`src/rtl/keypad_pkg.sv`:
```
// keypad_pkg: shared types, constants and the key code table for keypad_scanner.
//   kp_state_t : scanner FSM state
//   COL_IDLE   : column drive after reset (column 0 selected)
//   ROWS_NONE  : synchronized row value with no key down
//   key_map()  : (row, col) -> 4-bit hex key code
//   row_index(): lowest-index active-low row
package keypad_pkg;

   typedef enum logic [1:0] {
      SCAN     = 2'd0,
      DEBOUNCE = 2'd1,
      HELD     = 2'd2
   } kp_state_t;

   localparam logic [3:0] COL_IDLE  = 4'b1110;
   localparam logic [3:0] ROWS_NONE = 4'hF;

   function automatic logic [3:0] key_map(input logic [1:0] r, input logic [1:0] c);
      logic [3:0] code;
      case ({r, c})
         4'b00_00: code = 4'h1;
         4'b00_01: code = 4'h2;
         4'b00_10: code = 4'h3;
         4'b00_11: code = 4'hA;
         4'b01_00: code = 4'h4;
         4'b01_01: code = 4'h5;
         4'b01_10: code = 4'h6;
         4'b01_11: code = 4'hB;
         4'b10_00: code = 4'h7;
         4'b10_01: code = 4'h8;
         4'b10_10: code = 4'h9;
         4'b10_11: code = 4'hC;
         4'b11_00: code = 4'hE;   // '*'
         4'b11_01: code = 4'h0;
         4'b11_10: code = 4'hF;   // '#'
         default:  code = 4'hD;
      endcase
      return code;
   endfunction

   // Several rows low at once: the lowest index wins.
   function automatic logic [1:0] row_index(input logic [3:0] rows);
      logic [1:0] r;
      if (!rows[0])      r = 2'd0;
      else if (!rows[1]) r = 2'd1;
      else if (!rows[2]) r = 2'd2;
      else               r = 2'd3;
      return r;
   endfunction

endpackage

```
`src/rtl/keypad_scanner_scan_divider.sv`:
```
// scan_divider: free-running divider producing the keypad scan tick.
//   CLK   : system clock
//   CLEAR : asynchronous active-low reset
//   tick  : high for one CLK cycle when the divider is at SCAN_DIV-1
module scan_divider #(
   parameter int SCAN_DIV = 131072
) (
   input  logic CLK,
   input  logic CLEAR,
   output logic tick
);

   localparam int W = (SCAN_DIV > 2) ? $clog2(SCAN_DIV) : 1;
   localparam logic [W-1:0] LAST = W'(SCAN_DIV - 1);

   logic [W-1:0] div_cnt;

   always_ff @(posedge CLK or negedge CLEAR) begin
      if (!CLEAR)              div_cnt <= '0;
      else if (div_cnt == LAST) div_cnt <= '0;
      else                     div_cnt <= div_cnt + 1'b1;
   end

   assign tick = (div_cnt == LAST);

endmodule

```
`src/rtl/keypad_scanner.sv`:
```
// keypad_scanner: 4x4 active-low matrix keypad scanner with debounce.
//   CLK     : system clock
//   CLEAR   : asynchronous active-low reset
//   ROW     : keypad rows, active-low, asynchronous to CLK
//   COL     : column drive, active-low, one bit low at all times
//   KEY     : hex code of the last accepted key
//   VALID   : one-cycle strobe when KEY has just been updated
//   PRESSED : high while an accepted key is held
//   D0..D3  : 4-digit shift register of accepted keys ('*' clears),
//             present only when KEYPAD_SHIFT_DIGITS_EN is defined
//
// state    | meaning
// ---------+-----------------------------------------------------------
// SCAN     | walking columns, one per tick, waiting for any row low
// DEBOUNCE | column frozen, counting ticks the same row stays low
// HELD     | key accepted, column frozen, counting released ticks
module keypad_scanner
   import keypad_pkg::*;
#(
   parameter int SCAN_DIV     = 131072,
   parameter int DEBOUNCE_CNT = 4
) (
   input  logic       CLK,
   input  logic       CLEAR,
   input  logic [3:0] ROW,
   output logic [3:0] COL,
   output logic [3:0] KEY,
   output logic       VALID,
   output logic       PRESSED
`ifdef KEYPAD_SHIFT_DIGITS_EN
   ,
   output logic [3:0] D0,
   output logic [3:0] D1,
   output logic [3:0] D2,
   output logic [3:0] D3
`endif
);

   localparam logic [3:0] DB = 4'(DEBOUNCE_CNT);

   logic       tick;
   logic [3:0] rsync_meta;
   logic [3:0] rsync;
   kp_state_t  state;
   logic [1:0] col_idx;
   logic [3:0] cnt;
   logic [1:0] cap_r;

   logic       row_hit;
   logic [1:0] cur_r;
   logic [3:0] cnt_inc;
   logic       accept;
   logic [3:0] acc_key;

   scan_divider #(.SCAN_DIV(SCAN_DIV)) u_div (
      .CLK   (CLK),
      .CLEAR (CLEAR),
      .tick  (tick)
   );

   always_ff @(posedge CLK or negedge CLEAR) begin
      if (!CLEAR) begin
         rsync_meta <= ROWS_NONE;
         rsync      <= ROWS_NONE;
      end else begin
         rsync_meta <= ROW;
         rsync      <= rsync_meta;
      end
   end

   // In DEBOUNCE an accept requires cur_r == cap_r, so cur_r is the
   // accepted row in both accept paths.
   always_comb begin
      row_hit = (rsync != ROWS_NONE);
      cur_r   = row_index(rsync);
      cnt_inc = cnt + 4'd1;
      acc_key = key_map(cur_r, col_idx);
      accept  = 1'b0;
      if (tick && row_hit) begin
         if (state == SCAN && DB == 4'd1)
            accept = 1'b1;
         else if (state == DEBOUNCE && cur_r == cap_r && cnt_inc == DB)
            accept = 1'b1;
      end
   end

   always_ff @(posedge CLK or negedge CLEAR) begin
      if (!CLEAR) begin
         state   <= SCAN;
         COL     <= COL_IDLE;
         col_idx <= 2'd0;
         cnt     <= 4'd0;
         cap_r   <= 2'd0;
         KEY     <= 4'd0;
         VALID   <= 1'b0;
         PRESSED <= 1'b0;
      end else begin
         VALID <= 1'b0;
         if (accept) begin
            KEY     <= acc_key;
            VALID   <= 1'b1;
            PRESSED <= 1'b1;
            cnt     <= 4'd0;
            state   <= HELD;
         end else if (tick) begin
            case (state)
               SCAN: begin
                  if (row_hit) begin
                     cap_r <= cur_r;
                     cnt   <= 4'd1;
                     state <= DEBOUNCE;
                  end else begin
                     COL     <= {COL[2:0], COL[3]};
                     col_idx <= col_idx + 2'd1;
                  end
               end
               DEBOUNCE: begin
                  if (row_hit && cur_r == cap_r) begin
                     cnt <= cnt_inc;
                  end else begin
                     cnt   <= 4'd0;
                     state <= SCAN;
                  end
               end
               HELD: begin
                  if (row_hit) begin
                     cnt <= 4'd0;
                  end else if (cnt_inc == DB) begin
                     PRESSED <= 1'b0;
                     cnt     <= 4'd0;
                     state   <= SCAN;
                  end else begin
                     cnt <= cnt_inc;
                  end
               end
               default: state <= SCAN;
            endcase
         end
      end
   end

`ifdef KEYPAD_SHIFT_DIGITS_EN
   always_ff @(posedge CLK or negedge CLEAR) begin
      if (!CLEAR) begin
         D0 <= 4'd0;
         D1 <= 4'd0;
         D2 <= 4'd0;
         D3 <= 4'd0;
      end else if (accept) begin
         if (acc_key == 4'hE) begin
            D0 <= 4'd0;
            D1 <= 4'd0;
            D2 <= 4'd0;
            D3 <= 4'd0;
         end else begin
            D3 <= D2;
            D2 <= D1;
            D1 <= D0;
            D0 <= acc_key;
         end
      end
   end
`endif

endmodule

```
`config.mk`:
```
export PLATFORM = sky130hd
export DESIGN_NAME = keypad_scanner
export DESIGN_NICKNAME = d
export VERILOG_FILES = /design/src/rtl/keypad_pkg.sv /design/src/rtl/keypad_scanner_scan_divider.sv /design/src/rtl/keypad_scanner.sv
export SDC_FILE = /design/constraint.sdc
export NUM_CORES = 1
export LEC_CHECK = 0
export CORE_MARGIN = 2
export CORE_UTILIZATION = 58
export DETAILED_ROUTE_END_ITERATION = 7
export PLACE_DENSITY = 0.79
export SYNTH_ARGS = -nofsm -noshare
export SYNTH_HDL_FRONTEND = slang
export SYNTH_SLANG_ARGS = --single-unit
```
`constraint.sdc`:
```
create_clock -name CLK -period 2.7 [get_ports CLK]
set_input_delay 0.675 -clock CLK [delete_from_list [all_inputs] [get_ports CLK]]
set_output_delay 0.675 -clock CLK [all_outputs]
set_load 0.01 [all_outputs]
```
==> key figures, run 1 <==
Routing
  – DR pass1 iterations: 4
  – Drt drc: 0
  – Initial drt markers: 46
  – Post-route ant nets: 0
  – Routed WL per cell: 13.5 um
  – Final wirelength: 3.86 mm
  – Via-to-Cell Ratio: 5.38
  – Vias post-DR: between 1,500 and 2,000

CTS
  – Reg clk slew, reported paths: around 0.1 ns
  – CTS tree: yes
  – Clk_lat worst skew: 0.31 ns
  – Clock tree buffer depth: 2
  – Htree depth: 2
  – CTS Sinks: 45
  – Post-CTS Setup Repair Bufs: 0
  – Post-cts sizing count: 0
  – CTS Buf Count: 5
  – Root buffer cell: clkbuf_8
  – Hold buffers post-CTS: 0

Placement
  – PortBufs: 15
  – Worst slack at placement: roughly 0.35 ns
  – HPWL Detailed: 2.77 mm
  – Placed instance count: 279
  – Placer Congestion: 0.750

Cells and area
  – Non-Filler Instances: 287
  – Share of cells above drive strength 1: 0.177
  – Layout Area Growth over Synthesis: 12.0%
  – # diodes: 0
  – Nets: 256

Worst setup path
  – Worst-path cell chain: and3_1 > nand4_1 > nor3_1 > ha_1 > or3b_1 > mux2_1
  – Crit-path slowest cell: or3b_1
  – Critical path data arrival time: about 2.5 ns
  – Startpoint Class: flip-flop
  – Max incr delay on CP: 0.52 ns
  – FF-to-FF Start: u_div.div_cnt[6]
  – Bufs and invs on worst path: 0
  – Worst-path fanout max: 7
  – Reg-to-reg endpoint: cnt[1]
  – CP endpoint kind: flip-flop
  – Path depth of the worst reg2reg path: 6
  – R2R setup slack: 0.36 ns
  – Path type of the worst setup path: reg -> reg
  – WP data required: 2.89 ns
  – Crit path max-delay family: simple AND/OR/NAND/NOR gates
  – Crit path depth: 6

Power
  – Lkg Pwr: 0.00119 uW
  – P per Cell Area: about 460 mW/mm^2
  – VDD IR-drop max: 542 uV

Yosys
  – Cell count after synthesis: ~220
  – Synthesis Warnings: 0
  – Syn_nets: 239
  – Post-synthesis sequential area ratio: 0.483
  – Mapped Area: roughly 0.0024 mm^2
  – Yosys cell types: 49
  – Seq cells post-synth: 45
  – Mean Syn Cell Area: about 11 um^2

Timing
  – Final Cycle Share: 0.866
  – Max_slew headroom: 0.731
  – Clk_skew: 0.0143 ns
  – Highest Clock Rate: 0.428 GHz
  – Slew @ Worst Pin: 0.404 ns
  – Final Hold Fails: 0
  – Fin crit period: 2.34 ns
  – RSZ-0062 raised after global routing: false
  – Setup TNS: 0 ns
  – Setup WS post-layout: ~0.36 ns
  – Final setup viols: 0
  – Pins Over Slew Limit: 0

Die
  – Core Box Area: 0.00397 mm^2
  – Chip Width: 67.8 um
  – I/O Pins: 16
  – Placement row count: 23
  – Initial core utilization: 0.594
  – Die area: 0.00459 mm^2
  – Die Y: 67.8 um

GRT
  – GR Util met1: 0.273
  – Busiest grt layer: met2
  – Grt total ovfl: 0
  – Met2 GRT Util: 0.332
  – First-pass GRT wire length: 7.05 mm
  – Global routing usage on met3: 0.0550
  – Initial antenna violation count: 0
  – Gr usage total: 0.209
  – Pin count of the biggest net entering global routing: 28
  – Vias in the first global route: between 1,500 and 2,000

Hold path
  – Hold Path Class: in -> async

Flow run
  – Max-Cap Viols: 0

Status
  – Status: finished clean
[state kept, by name, summed over array words and instances, names as in the netlist]
| register | count |
|---|---|
| VALID | 1 |
| rsync_meta | 4 |
| PRESSED | 1 |
| u_div.div_cnt | 17 |
| COL | 4 |
| KEY | 4 |
| rsync | 4 |
| state | 2 |
| cnt | 4 |
| col_idx | 2 |
| cap_r | 2 |
[worst max path at each step]
stage	start	end	slack (ns)
global route	u_div.div_cnt[6]	cnt[2]	0.10
floorplan	u_div.div_cnt[6]	cnt[1]	0.55
CTS	u_div.div_cnt[6]	cnt[1]	0.34
detailed placement	u_div.div_cnt[6]	cnt[1]	0.35
global placement	u_div.div_cnt[6]	cnt[1]	0.41
finish	u_div.div_cnt[6]	cnt[1]	0.36
[per-stage QoR]
step | power, uW | hold WS [ns] | area (um^2) | utilization
2_1_floorplan | 722 | 0.345 | 2360 | -
4_1_cts | 1220 | 0.168 | 2640 | 0.666
5_1_grt | 1260 | 0.167 | 2640 | 0.666
6_report | 1210 | 0.165 | 2640 | 0.666
3_5_place_dp | 743 | 0.347 | 2530 | 0.638
3_3_place_gp | 742 | 0.346 | 2530 | 0.638
[cell families after synthesis]
logic type	share of synthesized area
AOI/OAI and AO/OA	0.117
xor gates and xnor gates	0.0631
adders and majority gates	0.0742
buffers and inverters	0.0376
DFF	0.483
muxes	0.0456
and+or+nand+nor	0.180
[Yosys cell counts (all sizes together)]
cell | number | area share
nor2b | 5 | 0.013
nand3b | 1 | 0.0032
o2111ai | 2 | 0.010
clkbuf | 3 | 0.0048
xor2 | 12 | 0.045
nor2 | 21 | 0.033
dfrtp | 34 | 0.36
a22o | 1 | 0.0037
a21boi | 1 | 0.0032
or3b | 1 | 0.0037
and4 | 2 | 0.0085
mux2 | 6 | 0.029
nand4 | 5 | 0.013
nor3b | 1 | 0.0053
a21oi | 6 | 0.019
mux2i | 4 | 0.017
buf | 5 | 0.019
a21bo | 1 | 0.0042
xnor2 | 5 | 0.019
dfstp | 11 | 0.12
nand3 | 11 | 0.025
o31a | 1 | 0.0037
nor3 | 3 | 0.0085
a31oi | 2 | 0.012
o211ai | 2 | 0.0085
or4b | 1 | 0.0042
ha | 14 | 0.074
o21ai | 15 | 0.033
a2111oi | 1 | 0.012
and3 | 4 | 0.011
nand2b | 1 | 0.0027
o2bb2ai | 1 | 0.0037
and2 | 2 | 0.0074
a211o | 1 | 0.0037
nand4b | 1 | 0.0037
inv | 9 | 0.014
nand2 | 23 | 0.037
[report_power, final]
part	internal, uW	leakage (uW)	switching, uW
registers	685	0.000576	7.94
logic	16.0	0.000553	20.8
clock network	240	0.0000569	236
[cell usage in the layout, fill, tap and decap left out, drive strengths merged, types with 10 or more instances in the layout]
cell and count:
o21ai 15, nor2 21, dfrtp 34, ha 14, nand2 23, xor2 12
nand3 11, dfstp 11, inv 10, clkdlybuf4s50 14
[layer usage]
layer	wire length (um)	part of all wire
met1	1870	0.49
met2	1790	0.46
met3	130	0.034
met4	67	0.017
met5	0	0
[area by class of cell]
cell class,instances,area (um^2)
fill,314,1330
tap,50,62.6
clock inverter,2,15.0
sequential,45,1140
multi-input combinational,157,1130
clock buffer,6,93.8
timing repair buffer,18,168
inverter,9,33.8
No activity file was read; power rests on OpenSTA's default activity.
==> run 2, diff against run 1 <==
--- a/config.mk
+++ b/config.mk
@@ -7,8 +7,10 @@
 export LEC_CHECK = 0
 export CORE_MARGIN = 2
 export CORE_UTILIZATION = 58
+export CTS_CLUSTER_DIAMETER = 30
 export DETAILED_ROUTE_END_ITERATION = 7
 export PLACE_DENSITY = 0.79
+export SKIP_CTS_REPAIR_TIMING = 1
 export SYNTH_ARGS = -nofsm -noshare
 export SYNTH_HDL_FRONTEND = slang
 export SYNTH_SLANG_ARGS = --single-unit
==> results of run 2 <==
No change in the layout: final DEF, timing and power equal those of run 1.
